File: config.mk
export PLATFORM = sky130hd
export DESIGN_NAME = fetch_ctrl
export DESIGN_NICKNAME = d
export VERILOG_FILES = /design/src/rtl/fetch_pkg.sv /design/src/rtl/fetch_queue.sv /design/src/rtl/fetch_ctrl.sv
export SDC_FILE = /design/constraint.sdc
export NUM_CORES = 1
export LEC_CHECK = 0
export CORE_ASPECT_RATIO = 1.5
export CORE_UTILIZATION = 50
export CTS_BUF_LIST = sky130_fd_sc_hd__clkbuf_4
export DETAILED_ROUTE_END_ITERATION = 16
export MAX_ROUTING_LAYER = met4
export PLACE_DENSITY = 0.83
export SLEW_MARGIN = 20
export SYNTH_ARGS = -nofsm -noshare
export SYNTH_HDL_FRONTEND = slang
export SYNTH_HIERARCHICAL = 1
export SYNTH_SLANG_ARGS = --single-unit
File: constraint.sdc
create_clock -name i_clk -period 9.5 [get_ports i_clk]
set_input_delay 1.9 -clock i_clk [delete_from_list [all_inputs] [get_ports i_clk]]
set_output_delay 1.9 -clock i_clk [all_outputs]
set_load 0.005 [all_outputs]
File: src/rtl/fetch_pkg.sv
// Shared types and constants for the instruction-fetch block.
package fetch_pkg;

  typedef enum logic [1:0] {
    S_BOOT,
    S_RUN,
    S_FAULT
  } fetch_state_e;

  typedef enum logic [1:0] {
    F_NONE,
    F_MISALIGN,
    F_RANGE
  } fetch_fault_e;

  typedef struct packed {
    logic [31:0] pc;
    logic [31:0] inst;
  } fetch_entry_t;

  localparam int unsigned INST_BYTES = 4;

endpackage

File: src/rtl/fetch_queue.sv
// Prefetch queue: circular buffer of {pc,inst} entries between fetch and decode.
// Flush beats push; pointers wrap naturally because QDEPTH is a power of two.
module fetch_queue
  import fetch_pkg::*;
#(
  parameter int unsigned QDEPTH = 2,
  localparam int unsigned PW = (QDEPTH > 1) ? $clog2(QDEPTH) : 1,
  localparam int unsigned CW = PW + 1
) (
  input  logic          clk,
  input  logic          rst_n,
  input  logic          push,
  input  logic          pop,
  input  logic          flush,
  input  fetch_entry_t  entry,
  output logic [CW-1:0] count,
  output fetch_entry_t  head
);

  fetch_entry_t  mem [QDEPTH];
  logic [PW-1:0] rd_ptr;
  logic [PW-1:0] wr_ptr;

  // Pointer and occupancy bookkeeping; a flush empties the queue outright.
  always_ff @(posedge clk or negedge rst_n) begin
    if (!rst_n) begin
      rd_ptr <= '0;
      wr_ptr <= '0;
      count  <= '0;
    end else if (flush) begin
      rd_ptr <= '0;
      wr_ptr <= '0;
      count  <= '0;
    end else begin
      if (push) wr_ptr <= wr_ptr + 1'b1;
      if (pop)  rd_ptr <= rd_ptr + 1'b1;
      if (push && !pop)      count <= count + 1'b1;
      else if (pop && !push) count <= count - 1'b1;
    end
  end

  // Entry storage; contents are only meaningful while counted, so no reset.
  always_ff @(posedge clk) begin
    if (push && !flush) mem[wr_ptr] <= entry;
  end

  assign head = mem[rd_ptr];

endmodule

File: src/rtl/fetch_ctrl.sv
// Instruction-fetch sequencer: owns the fetch PC, feeds decode through a
// prefetch queue, applies EX redirects and stops on fetch faults.
// Optional build macro FETCH_PERF_CNT_EN adds saturating stall/flush counters;
// without it both counter ports read zero and no counter flops exist.
module fetch_ctrl
  import fetch_pkg::*;
#(
  parameter logic [31:0] RESET_PC   = 32'h0000_0000,
  parameter int unsigned QDEPTH     = 2,
  parameter int unsigned IMEM_WORDS = 2048
) (
  input  logic        i_clk,
  input  logic        i_reset,
  output logic [31:0] o_imem_addr,
  input  logic [31:0] i_imem_rdata,
  input  logic        i_redirect,
  input  logic [31:0] i_redirect_pc,
  output logic        o_valid,
  input  logic        i_ready,
  output logic [31:0] o_pc,
  output logic [31:0] o_inst,
  output logic        o_fault,
  output logic [1:0]  o_fault_cause,
  output logic [31:0] o_stall_cnt,
  output logic [31:0] o_flush_cnt
);

  localparam int unsigned PW = (QDEPTH > 1) ? $clog2(QDEPTH) : 1;
  localparam int unsigned CW = PW + 1;

  fetch_state_e  state, state_nxt;
  fetch_fault_e  cause, cause_nxt;
  logic [31:0]   fetch_pc, fetch_pc_nxt;
  logic [CW-1:0] count;
  fetch_entry_t  head;
  fetch_entry_t  push_entry;
  logic          push, flush, pop, room, misalign, range_bad;

  assign pop       = o_valid && i_ready;
  assign room      = (count < CW'(QDEPTH)) || pop;
  assign misalign  = i_redirect && (i_redirect_pc[1:0] != 2'b00);
  assign range_bad = ({2'b00, fetch_pc[31:2]} >= IMEM_WORDS);

  assign push_entry.pc   = fetch_pc;
  assign push_entry.inst = i_imem_rdata;

  fetch_queue #(
    .QDEPTH (QDEPTH)
  ) u_queue (
    .clk   (i_clk),
    .rst_n (i_reset),
    .push  (push),
    .pop   (pop),
    .flush (flush),
    .entry (push_entry),
    .count (count),
    .head  (head)
  );

  // Control state: FSM, fetch PC and the recorded fault cause.
  always_ff @(posedge i_clk or negedge i_reset) begin
    if (!i_reset) begin
      state    <= S_BOOT;
      fetch_pc <= RESET_PC;
      cause    <= F_NONE;
    end else begin
      state    <= state_nxt;
      fetch_pc <= fetch_pc_nxt;
      cause    <= cause_nxt;
    end
  end

  // Next-state, PC update, push/flush decisions. A redirect always wins over
  // a push; the first fault seen moves to S_FAULT and nothing leaves it.
  always_comb begin
    state_nxt    = state;
    cause_nxt    = cause;
    fetch_pc_nxt = fetch_pc;
    push         = 1'b0;
    flush        = 1'b0;
    case (state)
      S_BOOT: begin
        if (misalign) begin
          state_nxt = S_FAULT;
          cause_nxt = F_MISALIGN;
        end else begin
          // Queue is empty here, so a boot-time redirect only needs the PC.
          if (i_redirect) fetch_pc_nxt = i_redirect_pc;
          state_nxt = S_RUN;
        end
      end
      S_RUN: begin
        if (misalign) begin
          state_nxt = S_FAULT;
          cause_nxt = F_MISALIGN;
        end else if (i_redirect) begin
          flush        = 1'b1;
          fetch_pc_nxt = i_redirect_pc;
        end else if (room) begin
          if (range_bad) begin
            state_nxt = S_FAULT;
            cause_nxt = F_RANGE;
          end else begin
            push         = 1'b1;
            fetch_pc_nxt = fetch_pc + 32'(INST_BYTES);
          end
        end
      end
      default: ;
    endcase
  end

  assign o_imem_addr   = fetch_pc;
  assign o_valid       = (count != '0);
  assign o_pc          = o_valid ? head.pc   : 32'h0;
  assign o_inst        = o_valid ? head.inst : 32'h0;
  assign o_fault       = (state == S_FAULT);
  assign o_fault_cause = cause;

`ifdef FETCH_PERF_CNT_EN
  logic [31:0] stall_cnt, flush_cnt;
  logic        redir_acc;

  assign redir_acc = i_redirect && !misalign && (state != S_FAULT);

  // Saturating perf counters: decode back-pressure cycles and accepted redirects.
  always_ff @(posedge i_clk or negedge i_reset) begin
    if (!i_reset) begin
      stall_cnt <= 32'h0;
      flush_cnt <= 32'h0;
    end else begin
      if (o_valid && !i_ready && (stall_cnt != 32'hFFFF_FFFF)) stall_cnt <= stall_cnt + 32'd1;
      if (redir_acc && (flush_cnt != 32'hFFFF_FFFF))           flush_cnt <= flush_cnt + 32'd1;
    end
  end

  assign o_stall_cnt = stall_cnt;
  assign o_flush_cnt = flush_cnt;
`else
  assign o_stall_cnt = 32'h0;
  assign o_flush_cnt = 32'h0;
`endif

endmodule

==> results of run 1 <==
-- cell families after synthesis --
| group | share of synthesized area |
|---|---|
| xor gates and xnor gates | 0.003248 |
| adders and majority gates | 0.003093 |
| other | 0.0004635 |
| and+or+nand+nor | 0.1431 |
| DFF | 0.5988 |
| muxes | 0.1148 |
| buffers and inverters | 0.08243 |
| AOI/OAI and AO/OA | 0.05413 |
-- Yosys cell counts (12+ instances only) --
master / count
mux2_2: 14
clkbuf_1: 16
edfxtp_1: 128
a21oi_1: 16
nand4_1: 18
nand2_1: 13
mux2_4: 50
and2_1: 69
dfrtp_1: 40
o22ai_1: 12
nor2_1: 40
buf_4: 64
-- critical path, cell delays in order (launching register included) --
cell and delay, ns:
dfrtp_4 0.76, buf_4 0.64, mux2_2 0.40, and2_1 0.14
clkdlybuf4s50_1 0.46
-- area by class of cell --
type,instances,area (sq um)
clock buffer,18,135.1
antenna,1,2.502
clock inverter,13,168.9
sequential,168,4848
timing repair buffer,173,1715
multi-input combinational,400,2845
fill,1223,5710
tap,203,254.0
inverter,4,15.01
-- registers in the layout, summed over array words and instances (netlist names) --
| register | count |
|---|---|
| u_queue/wr_ptr | 1 |
| u_queue/rd_ptr | 1 |
| u_queue/count | 2 |
| state | 2 |
| u_queue/mem | 128 |
| o_fault_cause | 2 |
| o_imem_addr | 32 |
-- worst min-delay path by stage --
stage                     start                to  slack [ns]
2_1_floorplan  o_fault_cause[0]  o_fault_cause[0]        0.47
3_3_place_gp   o_fault_cause[0]  o_fault_cause[0]        0.47
3_5_place_dp   o_fault_cause[0]  o_fault_cause[0]        0.48
4_1_cts        o_fault_cause[0]  o_fault_cause[0]        0.52
5_1_grt        o_fault_cause[0]  o_fault_cause[0]        0.54
6_report       o_fault_cause[0]  o_fault_cause[0]        0.51
-- cells in the final DEF (no fill, tap or decap), types with 5 or more instances in the layout --
master / n
a21oi_1: 16
a22oi_1: 8
and2_1: 69
and3_1: 8
and4_1: 5
buf_4: 5
clkbuf_4: 18
clkdlybuf4s50_1: 166
conb_1: 64
dfrtp_1: 39
edfxtp_1: 128
mux2_2: 14
mux2_4: 50
nand2_1: 13
nand3_1: 9
nand4_1: 18
nor2_1: 40
nor3_1: 5
nor4_1: 7
o21ai_0: 9
o22ai_1: 12
o32ai_1: 5
-- report_power, final --
part           total [W]  switching, W  internal, W
Clock           0.000434      0.000246     0.000188
Sequential      0.000881     0.0000658     0.000815
Combinational   0.000681      0.000231     0.000449
Total            0.00200      0.000543      0.00145
-- metrics by stage --
stage / total power (W) / util / hold slack, ns
3_5_place_dp: 0.001584 / 0.6166 / 0.4781
3_3_place_gp: 0.001568 / 0.6159 / 0.4713
5_1_grt: 0.002088 / 0.6362 / 0.5448
6_report: 0.001996 / 0.6362 / 0.5102
4_1_cts: 0.002014 / 0.6360 / 0.5158
2_1_floorplan: 0.001263 / - / 0.4737
-- layer usage --
layer	part of all wire	vias to the layer above	track usage
li1	-	2420	-
met1	0.38	2538	0.2497
met2	0.54	247	0.3750
met3	0.059	32	0.03211
met4	0.026	0	0.09458
met5	0	-	-
==> flow_summary.ini, run 1 <==
[pwr]
leakagePower_nw = 3.730
powerDensity_mw_per_mm2 = 199.9
ir_drop_mv = 0.1686

[floorplan]
core_area_sq_mm = 0.01570
fp.dieW_um = 105.9
die-area_sq_mm = 0.01670
initial_core_util = 0.5155
rows = 56
die_h_um = 157.8
io_pins = 232

[global_routing]
grt_pass1_wl_um = 26830
grt_overflow = 0
grt_max_degree = 67
grt_pass1_vias = 5004
antenna_found_initial = 1
grt_usage = 0.2163

[worst_setup_path]
cp-end-kind = output pin
r2r-end = u_queue/mem[0][35]
rrSetupSlack_ns = 5.90
r2r-start = o_imem_addr[19]
worstSetupStartpointType = flip-flop
rr_worst_depth = 6
critPathCapture = o_pc[10]
critical_path_required_ns = 7.60
crit_start = u_queue/rd_ptr
path_max_fanout = 41
crit_type = reg -> out
arrival_ns = 2.97

[synthesis]
synth_warnings = 6
synth.distinct_cells = 52
synth_area_leaders = edfxtp_1, dfrtp_1, mux2_4
syn_area_per_cell_sq_um = 13.44
synth_edf_count = 128
yosysSeqAreaShare = 0.5988
yosysTopAreaCell = edfxtp_1
ys_ff_latch = 168
syn_area_sq_mm = 0.008090
yosysTopAreaCellShare = 0.4751
synth_top_flop_cell = edfxtp_1
syn_inst = 602
synthArstFlopShare = 0.2381

[final_layout]
drive_above_1_share = 0.1521
fin_area_sq_mm = 0.009985
finalNonFillerCells = 980
syn2layout_area_growth_pct = 23.41
layout.nets = 834

[timing]
fin_crit_sh = 0.5127
skew_ns = 0.03057
period_needed_ns = 4.871
timing.fmax_mhz = 205.3
fin_ws_ns = 4.629
drv_slew = 0
tns_ns = 0
rsz0062_at_grt = false
hold_viol = 0
worst_slew_pin_slew_ns = 0.9726
setup_viol = 0
relSlewSlack = 0.3516

[placed_design]
place_congestion = 0.8699
place_ws_ns = 4.627
placed_cell_area_sq_mm = 0.009678
dp_hpwl_um = 12230
dp.cells = 948
port_buffers = 167

[clock_tree]
clock_latency_ns = 0.53
cts_tree = yes
clk_path_buf_depth = 2
clock_tree.root_cell = clkbuf_4
ctsHoldBuffers = 0
ctsResizeCount = 0
cts_sinks = 168
cts_inserted_buffers = 17
cts_setup_buffers = 0
clk_transition_reported_paths_ns = 0.15
htree_levels = 4

[routing]
antenna_left = 0
via_per_inst = 5.344
num_vias = 5237
drt-total-wl_um = 17660
drt_iter0_markers = 330
drc_errors = 0
first_pass_iters = 5
wl_per_cell_um = 18.02

[min_path]
holdCritPathClass = reg -> reg
hold_depth = 1

[outcome]
outcome = completed

[job]
drv_cap = 0
Note: power is estimated with default switching activity, not from simulation.
==> run 2: changes to the inputs <==
==> constraint.sdc (replaced) <==
create_clock -name i_clk -period 4.84 [get_ports i_clk]
set_input_delay 0.968 -clock i_clk [delete_from_list [all_inputs] [get_ports i_clk]]
set_output_delay 0.968 -clock i_clk [all_outputs]
set_load 0.005 [all_outputs]
==> run 2 against run 1 <==
Effect of this change:
- combinational power grew 100%
- sequential power rose by 96%
- setup slack got worse by 3.4 ns
- power grew 97%
- global-route usage is 0.43 points higher
- largest power group unchanged
- clock power is 89% higher
- count of clock-buffer cells in the layout increased by 1
- final cell count unchanged
- clock skew is 0.0013 ns lower
- non-clock buffer count fell by 1
- design area rose by 0.19%
- sequential cell count unchanged
==> flow_summary.ini, run 2 (synthesis gave the netlist of run 1 again) <==
[outcome]
outcome = completed

[clock_tree]
ctsHoldBuffers = 0
clk_transition_reported_paths_ns = 0.13
clock_tree.root_cell = clkbuf_4
clk_path_buf_depth = 2
htree_levels = 4
cts_setup_buffers = 0
ctsResizeCount = 0
clock_latency_ns = 0.53
cts_tree = yes
cts_inserted_buffers = 17
cts_sinks = 168

[worst_setup_path]
worst-path-stages = 4
crit_buf_inv = 2
path_delay_family = flip-flops
cp_slowest_cell = dfrtp_4
crit_chain = buf_16, mux2_2, and2_1, clkdlybuf4s50_1
worstSetupStartpointType = flip-flop
max_stage_delay_ns = 0.81
crit_type = reg -> out
cp-end-kind = output pin
critical_path_required_ns = 3.87
path_max_fanout = 38
rr_worst_depth = 5
arrival_ns = 2.64

[routing]
num_vias = 5344
via_per_inst = 5.453
drc_errors = 0
first_pass_iters = 6
wl_per_cell_um = 17.97
antenna_left = 0
drt_iter0_markers = 395
drt-total-wl_um = 17610

[global_routing]
grt_usage = 0.2206
antenna_found_initial = 1
grt_overflow = 0
grt_max_degree = 67
grt_pass1_wl_um = 27020
grt_pass1_vias = 5217

[timing]
tns_ns = 0
fin_crit_sh = 0.7450
worst_slew_pin_slew_ns = 1.054
relSlewSlack = 0.2972
drv_slew = 0
rsz0062_at_grt = false
period_needed_ns = 3.606
skew_ns = 0.02931
hold_viol = 0
timing.fmax_mhz = 277.3
setup_viol = 0

[placed_design]
port_buffers = 167
dp_hpwl_um = 12030
place_congestion = 0.9054

[floorplan]
io_pins = 232
initial_core_util = 0.5155
core_area_sq_mm = 0.01570
die_h_um = 157.8
die-area_sq_mm = 0.01670
rows = 56
fp.dieW_um = 105.9

[pwr]
ir_drop_mv = 0.2455
powerDensity_mw_per_mm2 = 392.5
p_total_w = 0.003927
leakagePower_nw = 3.739

[min_path]
hold_depth = 1
holdCritPathClass = reg -> reg

[final_layout]
layout.nets = 833
largest-register = u_queue/mem
largest_reg_flops = 128
syn2layout_area_growth_pct = 23.65
drive_above_1_share = 0.1482
final_common_cell = clkdlybuf4s50_1
mostFrequentLayoutCells = clkdlybuf4s50_1, edfxtp_1, and2_1

[job]
drv_cap = 0
run 2: cell types whose count changed in the layout (fill, tap and decap cells not counted), moves of 2 or more:
| cell | before | now |
|---|---|---|
| clkinv_1 | 0 | 3 |
| inv_6 | 4 | 1 |
| clkinv_4 | 0 | 3 |
| buf_4 | 5 | 3 |
run 2: worst paths after layout:
| kind | from | to | slack [ns] |
|---|---|---|---|
| setup / recovery | u_queue/rd_ptr | o_pc[4] | 1.23 |
| hold / removal | o_fault_cause[0] | o_fault_cause[0] | 0.52 |
| setup reg to reg | o_imem_addr[19] | u_queue/mem[1][35] | 1.35 |
| hold reg to reg | o_fault_cause[0] | o_fault_cause[0] | 0.52 |
| max in group asynchronous | i_reset | u_queue/rd_ptr | 3.60 |
| min in group asynchronous | i_reset | o_imem_addr[8] | 0.55 |
run 2: where the power goes:
part / leakage, nW / internal (W) / switching [W]
combinational: 1.94 / 0.000919 / 0.000454
sequential: 1.64 / 0.00160 / 0.000135
clock: 0.156 / 0.000368 / 0.000451
total: 3.74 / 0.00289 / 0.00104
run 2: routing by layer:
layer  GRT usage  up-vias  routed length (um)
li1            -     2420                   -
met1      0.2426     2591                6359
met2      0.3838      287                9547
met3     0.03829       46                1069
met4      0.1138        0                 637
met5           -        -                   0
run 2: layout make-up:
| class | instances | area [sq um] |
|---|---|---|
| Timing Repair Buffer | 172 | 1728 |
| Inverter | 4 | 15.01 |
| Multi-Input combinational cell | 400 | 2856 |
| Clock buffer | 19 | 142.6 |
| Clock inverter | 13 | 156.4 |
| Tap cell | 203 | 254.0 |
| Fill cell | 1222 | 5692 |
| Sequential cell | 168 | 4848 |
| Antenna cell | 1 | 2.502 |
run 2: per-stage QoR:
step                  util  instance area (sq um)  std cells  hold slack, ns  setup slack (ns)
floorplan                -                   8332        665          0.4737           0.08244
global placement    0.6155                   9661        945          0.4720             1.048
detailed placement  0.6155                   9661        945          0.4815            0.8921
CTS                 0.6346                   9960        977          0.5223             1.031
global route        0.6374                  10000        980          0.5469             1.100
finish              0.6374                  10000        980          0.5184             1.234
